`config.mk`:
```
export PLATFORM = sky130hd
export DESIGN_NAME = gemm_result_reader
export DESIGN_NICKNAME = d
export VERILOG_FILES = /design/src/rtl/gemm_result_reader.sv
export SDC_FILE = /design/constraint.sdc
export NUM_CORES = 1
export LEC_CHECK = 0
export CORE_ASPECT_RATIO = 0.6
export CORE_MARGIN = 1
export CORE_UTILIZATION = 30
export DETAILED_ROUTE_END_ITERATION = 10
export SYNTH_ARGS = -nofsm -noshare
export SYNTH_HDL_FRONTEND = slang
export SYNTH_SLANG_ARGS = --single-unit
```
`constraint.sdc`:
```
create_clock -name clk_i -period 17.2 [get_ports clk_i]
set_input_delay 3.44 -clock clk_i [delete_from_list [all_inputs] [get_ports clk_i]]
set_output_delay 3.44 -clock clk_i [all_outputs]
set_load 0.005 [all_outputs]
```
`src/rtl/gemm_result_reader.sv`:
```
// gemm_result_reader: streams the M x N result matrix out of the C SRAM.
// Reads are issued one address per cycle. A 2-entry output FIFO holds returned
// data, and a read is only issued while (FIFO occupancy + reads in flight) < 2,
// so returned data always has a slot. When the FIFO is empty, returning SRAM
// data goes straight to the output, giving the first beat 2 cycles after start.
//
// Build option: define GEMM_RESULT_READER_COLMAJOR_EN to traverse column-major
// (m inner loop, C^T order). The default build traverses row-major (n inner).
//
// Ports:
//   clk_i, rst_ni             clock, async active-low reset
//   start_i                   one-cycle readout request (honoured in IDLE only)
//   M_size_i, N_size_i        matrix dimensions, latched on an accepted start
//   sram_c_addr_o, sram_c_re_o     SRAM C read address / enable
//   sram_c_rdata_i            SRAM C read data, valid 1 cycle after sram_c_re_o
//   data_o, valid_o, ready_i, last_o   output stream (last_o on final beat)
//   busy_o                    high in READ and DRAIN
//   done_o                    one-cycle completion pulse, registered off DONE
module gemm_result_reader #(
    parameter int unsigned OutDataWidth  = 128,
    parameter int unsigned AddrWidth     = 16,
    parameter int unsigned SizeAddrWidth = 8
) (
    input  logic                     clk_i,
    input  logic                     rst_ni,
    input  logic                     start_i,
    input  logic [SizeAddrWidth-1:0] M_size_i,
    input  logic [SizeAddrWidth-1:0] N_size_i,
    output logic [AddrWidth-1:0]     sram_c_addr_o,
    output logic                     sram_c_re_o,
    input  logic [OutDataWidth-1:0]  sram_c_rdata_i,
    output logic [OutDataWidth-1:0]  data_o,
    output logic                     valid_o,
    input  logic                     ready_i,
    output logic                     last_o,
    output logic                     busy_o,
    output logic                     done_o
);

    localparam logic [1:0] IDLE  = 2'd0;
    localparam logic [1:0] READ  = 2'd1;
    localparam logic [1:0] DRAIN = 2'd2;
    localparam logic [1:0] DONE  = 2'd3;

    logic [1:0] state;
    logic [1:0] next_state;

    logic [SizeAddrWidth-1:0] m_size;
    logic [SizeAddrWidth-1:0] n_size;
    logic [SizeAddrWidth-1:0] m_cnt;
    logic [SizeAddrWidth-1:0] n_cnt;
    logic                     m_end;
    logic                     n_end;
    logic                     last_addr;
    logic                     issue;

    // rvalid/rlast track the read issued in the previous cycle (data on the bus now)
    logic                     rvalid;
    logic                     rlast;

    logic [OutDataWidth-1:0]  fifo_data [2];
    logic [1:0]               fifo_last;
    logic                     wr_ptr;
    logic                     rd_ptr;
    logic [1:0]               count;
    logic                     fifo_nonempty;
    logic                     pop;
    logic                     pop_fifo;
    logic                     push;

    assign m_end     = (m_cnt == m_size - SizeAddrWidth'(1));
    assign n_end     = (n_cnt == n_size - SizeAddrWidth'(1));
    assign last_addr = m_end && n_end;

    // Credit check: buffered entries plus the read now returning must leave a slot
    assign issue = (state == READ) && ((count + 2'(rvalid)) < 2'd2);

    assign sram_c_re_o   = issue;
    assign sram_c_addr_o = AddrWidth'(m_cnt) * AddrWidth'(n_size) + AddrWidth'(n_cnt);

    // Output stream: FIFO head when occupied, otherwise fall through from SRAM
    assign fifo_nonempty = (count != 2'd0);
    assign valid_o       = fifo_nonempty || rvalid;
    assign data_o        = fifo_nonempty ? fifo_data[rd_ptr] :
                           (rvalid ? sram_c_rdata_i : '0);
    assign last_o        = fifo_nonempty ? fifo_last[rd_ptr] : (rvalid && rlast);

    assign pop      = valid_o && ready_i;
    assign pop_fifo = pop && fifo_nonempty;
    // Returning data is buffered unless it is consumed directly on the bypass
    assign push     = rvalid && !(!fifo_nonempty && ready_i);

    assign busy_o = (state == READ) || (state == DRAIN);

    // State register
    always_ff @(posedge clk_i or negedge rst_ni) begin
        if (!rst_ni) begin
            state <= IDLE;
        end else begin
            state <= next_state;
        end
    end

    // Next-state logic
    always_comb begin
        next_state = state;
        case (state)
            IDLE: begin
                if (start_i) begin
                    if ((M_size_i == '0) || (N_size_i == '0)) begin
                        next_state = DONE;
                    end else begin
                        next_state = READ;
                    end
                end
            end
            READ: begin
                if (issue && last_addr) begin
                    next_state = DRAIN;
                end
            end
            DRAIN: begin
                if (pop && last_o) begin
                    next_state = DONE;
                end
            end
            DONE:    next_state = IDLE;
            default: next_state = IDLE;
        endcase
    end

    // Size latch and traversal counters
    always_ff @(posedge clk_i or negedge rst_ni) begin
        if (!rst_ni) begin
            m_size <= '0;
            n_size <= '0;
            m_cnt  <= '0;
            n_cnt  <= '0;
        end else if ((state == IDLE) && start_i) begin
            m_size <= M_size_i;
            n_size <= N_size_i;
            m_cnt  <= '0;
            n_cnt  <= '0;
        end else if (issue) begin
`ifdef GEMM_RESULT_READER_COLMAJOR_EN
            if (m_end) begin
                m_cnt <= '0;
                n_cnt <= n_end ? '0 : n_cnt + SizeAddrWidth'(1);
            end else begin
                m_cnt <= m_cnt + SizeAddrWidth'(1);
            end
`else
            if (n_end) begin
                n_cnt <= '0;
                m_cnt <= m_end ? '0 : m_cnt + SizeAddrWidth'(1);
            end else begin
                n_cnt <= n_cnt + SizeAddrWidth'(1);
            end
`endif
        end
    end

    // In-flight tracking, output FIFO and done pulse
    always_ff @(posedge clk_i or negedge rst_ni) begin
        if (!rst_ni) begin
            rvalid       <= 1'b0;
            rlast        <= 1'b0;
            fifo_data[0] <= '0;
            fifo_data[1] <= '0;
            fifo_last    <= '0;
            wr_ptr       <= 1'b0;
            rd_ptr       <= 1'b0;
            count        <= '0;
            done_o       <= 1'b0;
        end else begin
            rvalid <= issue;
            rlast  <= issue && last_addr;
            if (push) begin
                fifo_data[wr_ptr] <= sram_c_rdata_i;
                fifo_last[wr_ptr] <= rlast;
                wr_ptr            <= ~wr_ptr;
            end
            if (pop_fifo) begin
                rd_ptr <= ~rd_ptr;
            end
            count  <= count + 2'(push) - 2'(pop_fifo);
            done_o <= (state == DONE);
        end
    end

endmodule

```
==> impl_summary.md <==
Power and ir drop
Of the total power, combinational logic draws 0.542. The switching power is about 0.0016 W. The proportion of total power due to net switching is 0.370. The maximum vdd drop is about 0.00010 V. The share of total power dissipated in the clock network is 0.155. The internal power is about 0.0028 W. The power density over the cells is a little over 200 nW/µm². Summed over all cells, the static leakage comes to between 9 and 10 nW. The register share of total power is 0.303. Power comes to 0.00441 W.

Global routing
The initial antenna violation count is 7. The via count of the first global-routing pass was 12900. The maximum number of pins on one net before global-route repair is 128. The leftover overflow at the end of global routing is 0.

The first global-routing pass estimated roughly 73000 µm of wire. The total global routing track utilization is 0.159.

Clocking
The CTS tree is yes. TritonCTS created 34 clock buffers. The number of hold buffers added after CTS was 0. At the later pin of the worst-skew pair, clock insertion delay measures 0.53 ns. The count of buffers added by post-CTS timing repair for setup is 0.

CTS placed an instance of sky130_fd_sc_hd__clkbuf_16 at the clock tree root. After clock tree synthesis, the clock-pin slew on the worst setup and hold paths is around 0.06 ns. In this run, post-CTS repair resized a total of 0 instances. In this run the number of H-tree levels came out at 2. For this design, the sink count on the clock tree is roughly 300. The deepest clock path buffer count is 3.

Die
After floorplanning, the core was sized to cover 56000 µm². The die covers just under 60000 µm². For this configuration, the core starts out at a cell density of 0.305. just under 300 I/O pins were placed. The die is ~310 µm wide. In this run the vertical extent of the chip is approximately 190 µm. The floorplan has 67 rows.

Route
For this run, design rule violations remaining after detail routing come to 0. The number of iterations in the first detailed-routing pass is 4. The routed wire length per instance is around 18 µm.

After the first detailed-routing iteration, the DRC count stood at 643. For this block, the routed nets add up to around 46000 µm of wire. The count of nets left with antenna violations once routing finished came out at 0.

Detailed routing inserted a total of 12400 vias. The via density per instance is just under 5.

Worst setup path
The worst-path maximum fanout is 12. The setup path with the least slack is of type flop to output pin. In this run the register-to-register setup slack is between 10 and 15 ns. The worst register-to-register path ends at fifo_data[238].

The worst reg-to-reg path cell count is 6. In this run the worst setup path begins at m_cnt[4]. The type of element capturing the critical path is an output pin. The beginning of the worst register-to-register path is rvalid.

The critical path data arrival time is between 5 and 6 ns. The data required time of the worst path is ~14 ns. STA classifies the critical path startpoint as a flop.

Timing
The actual transition at the worst max-transition pin is around 1.1 ns. Setup repair after global routing left no endpoint under its margin. The number of hold violations in the final report is 0.

The total negative slack is 0 ns. The clock period minus worst slack is slightly above 9 ns. The relative slew slack is 0.296. The share of the clock period used by the worst path after layout is 0.537. Between clock sinks in the finished design, the worst skew comes to 0.0141 ns. The final worst-path setup slack is a little under 8 ns.

The highest achievable clock rate is between 100 and 150 MHz. The setup violation total in the final timing report is 0. The number of slew-limit violations in the final report is 0.

Worst hold path
The cell depth of the worst hold path is 1. The endpoint with the worst hold slack is fifo_data[8]. The origin of the worst min-delay path is fifo_data[8]. The worst hold path belongs to the class flop to flop.

Yosys
Counting flops with an async set or reset pin after synthesis yields a share of 1.00. The commonest register cell after synthesis is sky130_fd_sc_hd__dfrtp_1. A synthesized cell averages about 11 µm².

The number of flops mapped to enable cells by yosys is 0. The post-synthesis net count is ~1800. The Yosys step of the flow raised 0 warnings. In this run, distinct cell masters in the synthesized netlist total 56. The gate count of the mapped netlist is 1517. After synthesis the cells add up to between 15000 and 20000 µm². For this run, the register share of the synthesized area comes to 0.439. Counting flops and latches in the post-synthesis netlist gives ~300.

Placement
The count of buffers from port buffering is a little under 300. The worst slack at placement is between 8 and 9 ns. The placed wire-length estimate after detailed placement is between 30000 and 40000 µm.

The routability-driven placement congestion ratio is a little over 0.8.

Flow run
The tool flagged a number of max-cap violations equal to 0.

Layout
Relative to the synthesized area, the layout overhead comes to 27.4%. The count of filler cells inserted in the layout is 5447. The share of final-layout standard cells stronger than drive strength 1 is 0.195.

The final net count is approximately 2000.

Outcome
The flow ran to the end, and the final reports show no timing, DRC or antenna violations.
## critical path, stage by stage, from the launching register on
cell	delay, ns
sky130_fd_sc_hd__dfrtp_1	0.65
sky130_fd_sc_hd__nand2_1	0.16
sky130_fd_sc_hd__fa_1	0.53
sky130_fd_sc_hd__inv_1	0.05
sky130_fd_sc_hd__fa_1	0.45
sky130_fd_sc_hd__ha_1	0.28
sky130_fd_sc_hd__inv_1	0.04
sky130_fd_sc_hd__fa_1	0.48
sky130_fd_sc_hd__inv_1	0.06
sky130_fd_sc_hd__ha_1	0.27
sky130_fd_sc_hd__a21o_1	0.18
sky130_fd_sc_hd__a21oi_1	0.23
sky130_fd_sc_hd__nor2b_1	0.09
sky130_fd_sc_hd__or4_1	0.46
sky130_fd_sc_hd__a41o_1	0.32
sky130_fd_sc_hd__o41ai_1	0.34
sky130_fd_sc_hd__xnor2_1	0.16
sky130_fd_sc_hd__clkdlybuf4s50_1	0.52
## power groups by stage
stage	registers, W	clock network [W]	logic [W]
2_1_floorplan	0.00119	0	0.00145
3_3_place_gp	0.00132	0	0.00237
3_5_place_dp	0.00135	0	0.00241
4_1_cts	0.00134	0.000707	0.00243
5_1_grt	0.00139	0.000738	0.00262
6_report	0.00134	0.000681	0.00239
## layout make-up
| type | count | area (µm²) | area share |
|---|---|---|---|
| Sequential cell | 299 | 7490 | 0.345 |
| Timing Repair Buffer | 309 | 3070 | 0.141 |
| Clock buffer | 45 | 943 | 0.0434 |
| Antenna cell | 5 | 12.5 | 0.000576 |
| Inverter | 77 | 289 | 0.0133 |
| Tap cell | 759 | 950 | 0.0437 |
| Multi-Input combinational cell | 1036 | 8910 | 0.410 |
| Clock inverter | 7 | 66.3 | 0.00305 |
## routing by layer
metal | wire [µm] | GRT usage | share of wire | vias up
met5 | 25 | 0 | 0.00054 | -
met2 | 20100 | 0.236 | 0.43 | 290
met4 | 1210 | 0.0440 | 0.026 | 4
met3 | 2690 | 0.0357 | 0.058 | 74
met1 | 22200 | 0.231 | 0.48 | 6228
li1 | - | - | - | 5810
## logic make-up after synthesis
logic type | count (synthesis) | share of synthesized area
AOI/OAI and AO/OA | 191 | 0.0651
and+or+nand+nor | 309 | 0.0914
buffers and inverters | 182 | 0.0405
xor gates and xnor gates | 43 | 0.0221
adders and majority gates | 91 | 0.0861
DFF | 299 | 0.439
muxes | 402 | 0.256
## synthesized netlist by cell type (6+ instances only)
library cell / instances / area share
sky130_fd_sc_hd__nand2_1: 57 / 0.013
sky130_fd_sc_hd__buf_2: 6 / 0.0018
sky130_fd_sc_hd__nor3_1: 7 / 0.0021
sky130_fd_sc_hd__fa_1: 44 / 0.052
sky130_fd_sc_hd__nor4_1: 7 / 0.0026
sky130_fd_sc_hd__xnor2_1: 32 / 0.016
sky130_fd_sc_hd__a21oi_1: 16 / 0.0047
sky130_fd_sc_hd__clkbuf_1: 86 / 0.019
sky130_fd_sc_hd__ha_1: 47 / 0.034
sky130_fd_sc_hd__dfrtp_1: 299 / 0.44
sky130_fd_sc_hd__o21ai_0: 138 / 0.040
sky130_fd_sc_hd__inv_1: 77 / 0.017
sky130_fd_sc_hd__xor2_1: 11 / 0.0056
sky130_fd_sc_hd__nor2b_1: 7 / 0.0026
sky130_fd_sc_hd__mux2_2: 274 / 0.18
sky130_fd_sc_hd__nand3_1: 140 / 0.041
sky130_fd_sc_hd__nor2_1: 30 / 0.0066
sky130_fd_sc_hd__and2_1: 33 / 0.012
sky130_fd_sc_hd__buf_1: 13 / 0.0029
sky130_fd_sc_hd__mux2i_1: 128 / 0.075
## layout by cell type (no fill, tap or decap), drive strengths merged, types with 5 or more instances in the layout
cell type      Yosys  routed
clkinv             0       5
diode              0       5
buf               19      14
clkbuf            86      45
and2              33      33
xor2              11      11
mux2             274     274
nor2b              7       7
nor2              30      30
nand3            140     140
mux2i            128     128
inv               77      77
dfrtp            299     299
fa                44      44
ha                47      47
clkdlybuf4s50      0     295
xnor2             32      32
nor4               7       7
nand2             58      58
or3                5       5
a21oi             16      16
nor3               8       8
o21ai            139     139
## how the worst max path moves through the flow
stage                         to  slack [ns]  depth (start not counted)
6_report       sram_c_addr_o[14]        7.96                         17
5_1_grt        sram_c_addr_o[14]        7.65                         17
4_1_cts        sram_c_addr_o[14]        7.92                         17
3_5_place_dp   sram_c_addr_o[14]        8.50                         17
3_3_place_gp   sram_c_addr_o[14]        8.59                         17
2_1_floorplan  sram_c_addr_o[14]        9.35                         15
## state kept, by name, indices dropped and copies added, names as in the netlist
register   flops
rd_ptr         1
m_size         8
state          2
wr_ptr         1
fifo_last      2
m_cnt          8
done_o         1
count          2
rlast          1
n_size         8
n_cnt          8
rvalid         1
fifo_data    256
## stage by stage
step,cell area [µm²],hold slack (ns),utilization,std cells
2_1_floorplan,17100,0.469,-,1517
3_3_place_gp,20700,0.481,0.370,2480
3_5_place_dp,20700,0.493,0.370,2480
4_1_cts,21700,0.506,0.388,2532
5_1_grt,21700,0.508,0.388,2534
6_report,21700,0.501,0.388,2537
(Power assumes the default switching activity.)
